--- config.mk ---
export PLATFORM = sky130hd
export DESIGN_NAME = pc_unit
export DESIGN_NICKNAME = d
export VERILOG_FILES = /design/src/rtl/pc_unit.sv
export SDC_FILE = /design/constraint.sdc
export NUM_CORES = 1
export LEC_CHECK = 0
export CORE_AREA = 2 2 108 110
export DETAILED_ROUTE_END_ITERATION = 8
export DIE_AREA = 0 0 110 112
export MAX_ROUTING_LAYER = met4
export PLACE_DENSITY = 0.85
export SLEW_MARGIN = 0
export SYNTH_ARGS = -nofsm -noshare
export SYNTH_HDL_FRONTEND = slang
export SYNTH_SLANG_ARGS = --single-unit
export TNS_END_PERCENT = 30
--- constraint.sdc ---
create_clock -name clk -period 3.1 [get_ports clk]
set_input_delay 0.465 -clock clk [delete_from_list [all_inputs] [get_ports clk]]
set_output_delay 0.465 -clock clk [all_outputs]
set_load 0.005 [all_outputs]
--- src/rtl/pc_unit.sv ---
// Program-counter stage: holds the fetch PC, selects PC+4 / branch target, sequences imem fetches.
// Latency: pc updates on the edge where an advance happens; instrValid pulses the cycle after.
// Backpressure: imem_ready=0 or stall=1 holds pc and re-presents it; a branch seen meanwhile is parked.
//
// Ports:
//   clk, rst_n          rising-edge clock, asynchronous active-low reset
//   branchMux           branch-taken strobe (one cycle), branchOffset = signed word offset
//   stall               hold the PC (hazard)
//   halt                enter HALT until reset
//   imem_ready          instruction memory accepts the presented pc
//   imem_req            fetch request for pc (state-decoded, registered)
//   pc / pcPlus4        current fetch address / pc + 4 (combinational)
//   instrValid          fetch of the previous pc was accepted
//   branchCount         saturating taken-branch counter, present only when
//                       PC_BRANCH_COUNT_EN is defined
module pc_unit #(
    parameter int                 WIDTH    = 32,
    parameter logic [WIDTH-1:0]   RESET_PC = {WIDTH{1'b0}}
) (
    input  logic             clk,
    input  logic             rst_n,
    input  logic             branchMux,
    input  logic [WIDTH-1:0] branchOffset,
    input  logic             stall,
    input  logic             halt,
    input  logic             imem_ready,
    output logic             imem_req,
    output logic [WIDTH-1:0] pc,
    output logic [WIDTH-1:0] pcPlus4,
    output logic             instrValid
`ifdef PC_BRANCH_COUNT_EN
    ,
    output logic [31:0]      branchCount
`endif
);

    typedef enum logic [1:0] {
        IDLE  = 2'd0,
        FETCH = 2'd1,
        HALT  = 2'd2
    } state_t;

    state_t           state;
    state_t           state_nxt;

    logic             pend_vld;
    logic [WIDTH-1:0] pend_tgt;

    logic             advance;
    logic             take_branch;
    logic [WIDTH-1:0] branch_tgt;
    logic [WIDTH-1:0] pc_nxt;

    assign pcPlus4 = pc + WIDTH'(4);

    // Word offset scaled to bytes; everything wraps modulo 2^WIDTH.
    assign branch_tgt = pcPlus4 + (branchOffset << 2);

    // halt wins over advance: the PC must not move on the edge that enters HALT.
    assign advance = (state == FETCH) && imem_ready && !stall && !halt;

    // A live branch beats a parked one; either counts as a taken branch.
    assign take_branch = advance && (branchMux || pend_vld);

    // ------------------------------------------------------------------
    // Next-state / next-PC logic
    // ------------------------------------------------------------------
    always_comb begin
        state_nxt = state;
        case (state)
            IDLE:    state_nxt = halt ? HALT : FETCH;
            FETCH:   state_nxt = halt ? HALT : FETCH;
            HALT:    state_nxt = HALT;
            default: state_nxt = IDLE;
        endcase
    end

    always_comb begin
        pc_nxt = pc;
        if (advance) begin
            if (branchMux)
                pc_nxt = branch_tgt;
            else if (pend_vld)
                pc_nxt = pend_tgt;
            else
                pc_nxt = pcPlus4;
        end
    end

    // ------------------------------------------------------------------
    // State register and datapath registers
    // ------------------------------------------------------------------
    always_ff @(posedge clk or negedge rst_n) begin
        if (!rst_n) begin
            state      <= IDLE;
            pc         <= RESET_PC;
            imem_req   <= 1'b0;
            instrValid <= 1'b0;
        end else begin
            state      <= state_nxt;
            pc         <= pc_nxt;
            // Request decoded from the next state so it is a flop output,
            // with no path from imem_ready.
            imem_req   <= (state_nxt == FETCH);
            instrValid <= advance;
        end
    end

    // Pending branch: a branch that arrives while the PC is held is parked
    // here and consumed by the next advance. Newest branch overwrites.
    // Only FETCH can park one; IDLE/HALT ignore branchMux and entering
    // HALT drops anything parked.
    always_ff @(posedge clk or negedge rst_n) begin
        if (!rst_n) begin
            pend_vld <= 1'b0;
            pend_tgt <= {WIDTH{1'b0}};
        end else if (state != FETCH || halt) begin
            pend_vld <= 1'b0;
        end else if (advance) begin
            pend_vld <= 1'b0;
        end else if (branchMux) begin
            pend_vld <= 1'b1;
            pend_tgt <= branch_tgt;
        end
    end

`ifdef PC_BRANCH_COUNT_EN
    // Saturating count of advances that took a branch (live or parked).
    always_ff @(posedge clk or negedge rst_n) begin
        if (!rst_n)
            branchCount <= 32'd0;
        else if (take_branch && branchCount != 32'hFFFF_FFFF)
            branchCount <= branchCount + 32'd1;
    end
`else
    // Keep the decode visible without building a counter.
    logic unused_take_branch;
    assign unused_take_branch = take_branch;
`endif

endmodule

==> out/metrics.yaml <==
cap_violations: 0
utilization: 0.787
ys_ff_latch: 69
synth_area_per_cell_um2: 9.02
clk_latency_ns: 0.34
crit_arrival_ns: 3.67
yosys-top-cells-count: "nand2_1 (78), dfrtp_1 (69), o21ai_0 (62)"
antenna_found_initial: 0
synth_cell_types: 62
grt_usage: 0.344
synth_area_um2: 5230
postSynth.asyncResetShare: 1.00
placed_cells: 942
finalClockSkew_ns: 0.0128
dpl.hpwl_um: 12900
worstSetupStartpointType: "register"
synthMuxAreaShare: 0.104
powerDensity_nw_per_um2: 353
drt_wl_total_um: 21400
start_util: 0.468
die_w_um: 110
clock_sinks: 69
clk_pin_slew_ns: 0.07
fin_crit_ns: 3.46
fillers: 657
irDropWorstVdd_uv: 289
place_ws_ns: -0.421
synth_top_cell_by_area: "dfrtp_1"
clk_path_buf_depth: 2
die_h_um: 112
drive_gt1_frac: 0.417
syn-num-nets: 656
setup_viol: 35
drc: 0
synth-xor-area-share: 0.0935
place_area_um2: 7420
period_share: 1.12
grt_most_used_layer: "met2"
finalHoldViolations: 0
fmax_mhz: 289
cts_inserted_buffers: 9
rsz0062_at_grt: "yes"
drtAntennaViolNets: 0
worstPathRequired_ns: 3.30
core-area_um2: 11200
grt_use_met2: 0.569
rows: 39
place.gp.congestion: 0.902
synthFlopType: "dfrtp_1"
regArea_um2: 1730
grt_pass1_vias: 6102
via_per_inst: 6.05
cts-root-buf: "clkbuf_16"
synth_top_cell_area_share: 0.330
critPathMaxFanout: 5
synth_most_common_cell: "nand2_1"
drv_slew: 0
p_leak_nw: 4.16
dieArea_um2: 12300
grtUsageMet3: 0.0574
htree_num_levels: 3
io_pins: 104
first_iter_violations: 546
syn_to_final_growth_pct: 68.1
grt_overflow_total: 0
port_buffers: 101
hold_path.class: "in2async"
first_pass_iters: 5
multi_input_area_um2: 4080
syn_inst: 580
routedWlPerCell_um: 21.4
finish.instance_area_um2: 8800
yosysWarnings: 0
synthAdderAreaFrac: 0.0923
final_nets: 928
violations: "setup timing"
worst_setup_path_end_kind: "register"
setup_slack_ns: -0.363
crit_type: "reg2reg"
diodes: 0
grt_pass1_wl_um: 31700
vias: 6053
cts_tree: "built"
final_cell_count_no_fill: 1000
synth.top_cells.by_area: "dfrtp_1 (33%), ha_1 (8.8%), mux2_2 (6.2%), o21ai_0 (5.9%), nand2_1 (5.6%)"
global_route.usage.met1: 0.400
tightest_slew_ns: 0.987
synth-edff-count: 0
synth_top_family_by_area: "compound AO/OA/AOI/OAI gates"
synthSimpleGateAreaFrac: 0.162
whs_ns: 0.204
synth-seq-area-share: 0.330
status: "finished with violations"
grt_max_degree: 48
timing.slew.headroom: 0.342
synth_compound_area_frac: 0.180
metal layers:
| metal | vias to the layer above | share of wire |
|---|---|---|
| met1 | 2905 | 0.37 |
| met2 | 388 | 0.50 |
| met5 | - | 0 |
| li1 | 2630 | - |
| met3 | 130 | 0.076 |
| met4 | 0 | 0.058 |
final timing paths:
check                         start            to  slack (ns)  depth (start not counted)
min                           rst_n        pc[26]        0.20                          1
max in group asynchronous     rst_n  pend_tgt[25]        2.18                          2
min in group clk           state[1]      imem_req        0.45                          1
max                           pc[2]  pend_tgt[30]       -0.36                         15
max reg2reg                   pc[2]  pend_tgt[30]       -0.36                         15
min reg2reg                state[1]      imem_req        0.45                          1
cell type report:
| class | count | share of cell area |
|---|---|---|
| Sequential cell | 69 | 0.197 |
| Tap cell | 143 | 0.0203 |
| Multi-Input combinational cell | 469 | 0.464 |
| Timing Repair Buffer | 291 | 0.283 |
| Clock buffer | 9 | 0.0256 |
| Clock inverter | 7 | 0.00555 |
| Inverter | 12 | 0.00512 |
cell families after synthesis:
logic type / count (synthesis)
flip-flops: 69
buffers and inverters: 42
AO/OA/AOI/OAI: 154
XOR/XNOR: 55
multiplexers: 51
AND/OR/NAND/NOR: 171
adder cells (fa/ha/maj): 38
layout by cell type, fill, tap and decap left out, types with 10 or more instances in the layout:
cell type        count
ha_4                11
xnor2_2             14
buf_4              183
nand3_1             11
mux2_2              28
dfrtp_1             65
o21ai_0             38
nand2_1             74
xor2_1              14
ha_1                24
a21o_1              15
clkdlybuf4s50_1     97
nor2_1              15
o21ai_1             20
xnor2_1             14
nand4_1             10
a21oi_1             21
mux2i_1             22
a21oi_2             11
per-stage QoR:
stage	total power, mW	TNS [ns]
after global placement	1.84	-4.54
after detailed placement	1.88	-6.73
after CTS	2.94	-3.73
final	3.10	-6.41
after global routing	3.21	-9.54
after floorplan	1.42	-2.92
timing repair:
action / in CTS / in global routing
endpoints found under the setup margin: 42 / 50
hold buffers: 0 / 0
buffers inserted: 29 / 14
pin swaps: 59 / 38
resized for setup: 87 / 75
critical path: stages, from the launching register on:
cell and delay [ns]:
dfrtp_2 0.47, and4_4 0.29, and2_4 0.19, nand3_4 0.10, xnor2_4 0.15, ha_4 0.31, o21ai_1 0.10, a32oi_2 0.26
o31ai_4 0.15, or4_1 0.49, o211ai_1 0.18, o41ai_2 0.11, buf_4 0.15, o21ai_4 0.17, xnor2_1 0.14, o21ai_1 0.08
power breakdown:
| group | switching, mW | internal [mW] |
|---|---|---|
| Combinational | 0.504 | 0.568 |
| Clock | 0.440 | 0.545 |
| Sequential | 0.0671 | 0.977 |
flip-flops by register name (all words and copies together) (netlist names):
register / cells
pc: 32
pend_tgt: 32
imem_req: 1
instrValid: 1
state: 2
pend_vld: 1
No activity file was read; power rests on OpenSTA's default activity.
==> RTL change (config.mk and constraints unchanged) <==
Set the parameter `WIDTH` to 16 (it was 32).
--- a/src/rtl/pc_unit.sv
+++ b/src/rtl/pc_unit.sv
@@ -14,7 +14,7 @@
 //   branchCount         saturating taken-branch counter, present only when
 //                       PC_BRANCH_COUNT_EN is defined
 module pc_unit #(
-    parameter int                 WIDTH    = 32,
+    parameter int                 WIDTH    = 16,
     parameter logic [WIDTH-1:0]   RESET_PC = {WIDTH{1'b0}}
 ) (
     input  logic             clk,
Interface: changed (resized branchOffset, pc and pcPlus4); port bits go from 104 to 56. The function was not compared with the original's and may differ.
==> RTL change against the original RTL <==
- synthesized cell count decreased by 50%
- die area unchanged
- sequential cell count decreased by 32
- cell count decreased by 51%
- synthesized area decreased by 49%
- critical path depth decreased by 5
- critical path type unchanged
- power decreased by 50%
- routed wire length decreased by 64%
- cell area decreased by 60%
- largest power group is now registers
- maximum frequency increased by 19%
- sequential power decreased by 45%
- setup slack improved by 0.56 ns
- count of clock-buffer cells in the layout decreased by 3
- utilization decreased by 47 points
- highest routed layer unchanged
==> RTL change: results (changes against the original RTL) <==
- Count of mapped cells out of synthesis: 291 (-50%)
- The number of nets in the synthesized netlist was 331 (-50%).
* Setup clock skew after layout: 0.00715 ns (-0.00569 ns)
* Maximum resistive drop on vdd: 0.000224 V (-23%)
- Post-place setup slack: 0.0995 ns (+0.521 ns)
- The number of fillers in the final layout is 1118 (+70%).
- The met1 routing resource usage after global routing was 0.171 (-0.229).
- The maximum level of the CTS H-tree was 2 (-1).
- Iteration-0 DRC count of the detailed router: 136 (-75%)
* Arrival time reported for the critical path endpoint: 3.07 ns (-0.60 ns)
- The number of buffers inserted by port buffering came to 53 (-48%).
* Fraction of cell area in non-clock buffers: 0.176 (-0.106)
- The number of vias after detailed routing came to 2475 (-59%).
- The slew at the pin closest to its max-slew limit came to 0.996 ns (+0.00835 ns).
- The synthesized flop and latch total is 37 (-46%).
- Largest cells by area after synthesis: sky130_fd_sc_hd__dfrtp_1 35%, sky130_fd_sc_hd__ha_1 8.0%, sky130_fd_sc_hd__mux2_2 5.9%, sky130_fd_sc_hd__o21ai_0 4.9%, sky130_fd_sc_hd__nand2_1 4.7%
- The maximum fanout along the worst path is 6 (+1).
* Adder-Cell Fraction of Synth Area: 0.0876 (-0.00473)
- Clock buffers: 6 (-3)
- Pint: 1.06 mW (-49%)
- Wire length per cell: 15.8 um (-26%)
- The distinct cell type count after synthesis came to 46 (-26%).
- Footprint of the multi-input gates: 1630 um^2 (-60%)
- The total clock buffers created by CTS came to 5 (-4).
- First-pass GRT wire length: 12500 um (-60%)
* Lkg Pwr: 1.53 nW (-63%)
- The sequential standard cell area was 927 um^2 (-46%).
* Pin count of the biggest net entering global routing: 38 (-21%)
- Total global-route track usage: 0.134 (-0.209)
- Clock-cell share of area: 0.0393 (+0.00812)
- The xor and xnor area share after synthesis is 0.0786 (-0.0149).
- The run finished with clean final reports.
- Net count of the finished layout: 386 (-58%)
- The sequential fraction of the synthesis area is 0.348 (+0.0184).
* Hold WC Path Type: input pin to asynchronous set/reset pin
* Last weighted congestion value of the routability-driven placer: 0.877 (-2.8%)
- The share of the final layout cell area in multi-input gates is 0.460 (-0.00382).
* HPWL after detailed placement: 5800 um (-55%)
- #MultiIn Comb: 225 (-52%)
- The per-cell via count in the routed design came to 5.05 (-17%).
- The later-pin clock latency in the skew report is 0.28 ns (-0.06 ns).
* Ratio of cells with drive above 1 in the final layout: 0.138 (-0.278)
* Number of global-route vias before repair: 2583 (-58%)
- GR met3 Demand/Resource: 0.0275 (-0.0299)
- The post-placement cell area was 3360 um^2 (-55%).
- Non-clock buffer total of the final layout: 66 (-77%)
* First-pass detailed-route iteration total: 4 (-1)
- The number of non-clock inverters was 11 (-1).
- Placed cell count: 481 (-49%)
- The met2 capacity usage during global routing is 0.206 (-0.364).
- The largest registers in the layout are pc (16), pend_tgt (16), state (2).
-- RTL change: repair_timing --
item | 4_1_cts | 5_1_grt
gates resized for setup | 0 | 6
buffers inserted | 0 | 1
setup endpoints to repair | 0 | 8
-- RTL change: power groups by stage --
stage | sequential, mW | clock [mW] | combinational, mW
5_1_grt | 0.578 | 0.525 | 0.528
3_3_place_gp | 0.575 | 0 | 0.447
6_report | 0.571 | 0.494 | 0.481
4_1_cts | 0.570 | 0.501 | 0.473
2_1_floorplan | 0.571 | 0 | 0.264
3_5_place_dp | 0.579 | 0 | 0.469
-- RTL change: path summary, 6_finish.rpt --
check	slack [ns]	to	cells after the start	from
setup / recovery	0.19	pc[15]	10	pc[8]
min in group clk	0.44	imem_req	1	state[1]
hold reg to reg	0.44	imem_req	1	state[1]
max in group asynchronous	2.19	pc[3]	1	rst_n
setup reg to reg	0.19	pc[15]	10	pc[8]
hold / removal	0.29	pend_tgt[13]	1	rst_n
-- RTL change: critical path: stages, from the launching register on --
cell,delay [ns]
sky130_fd_sc_hd__dfrtp_1,0.47
sky130_fd_sc_hd__nand3_1,0.16
sky130_fd_sc_hd__nor3_2,0.33
sky130_fd_sc_hd__xor2_1,0.29
sky130_fd_sc_hd__ha_1,0.36
sky130_fd_sc_hd__o21ai_0,0.21
sky130_fd_sc_hd__a21oi_1,0.09
sky130_fd_sc_hd__a211oi_1,0.28
sky130_fd_sc_hd__a41oi_2,0.08
sky130_fd_sc_hd__xnor2_1,0.17
sky130_fd_sc_hd__a311o_1,0.35
-- RTL change: routing by layer --
layer  routed length [um]  vias to the layer above
met4                  139                        0
met2                 3650                      114
met1                 3410                     1186
met5                    0                        -
met3                  539                       18
li1                     -                     1157
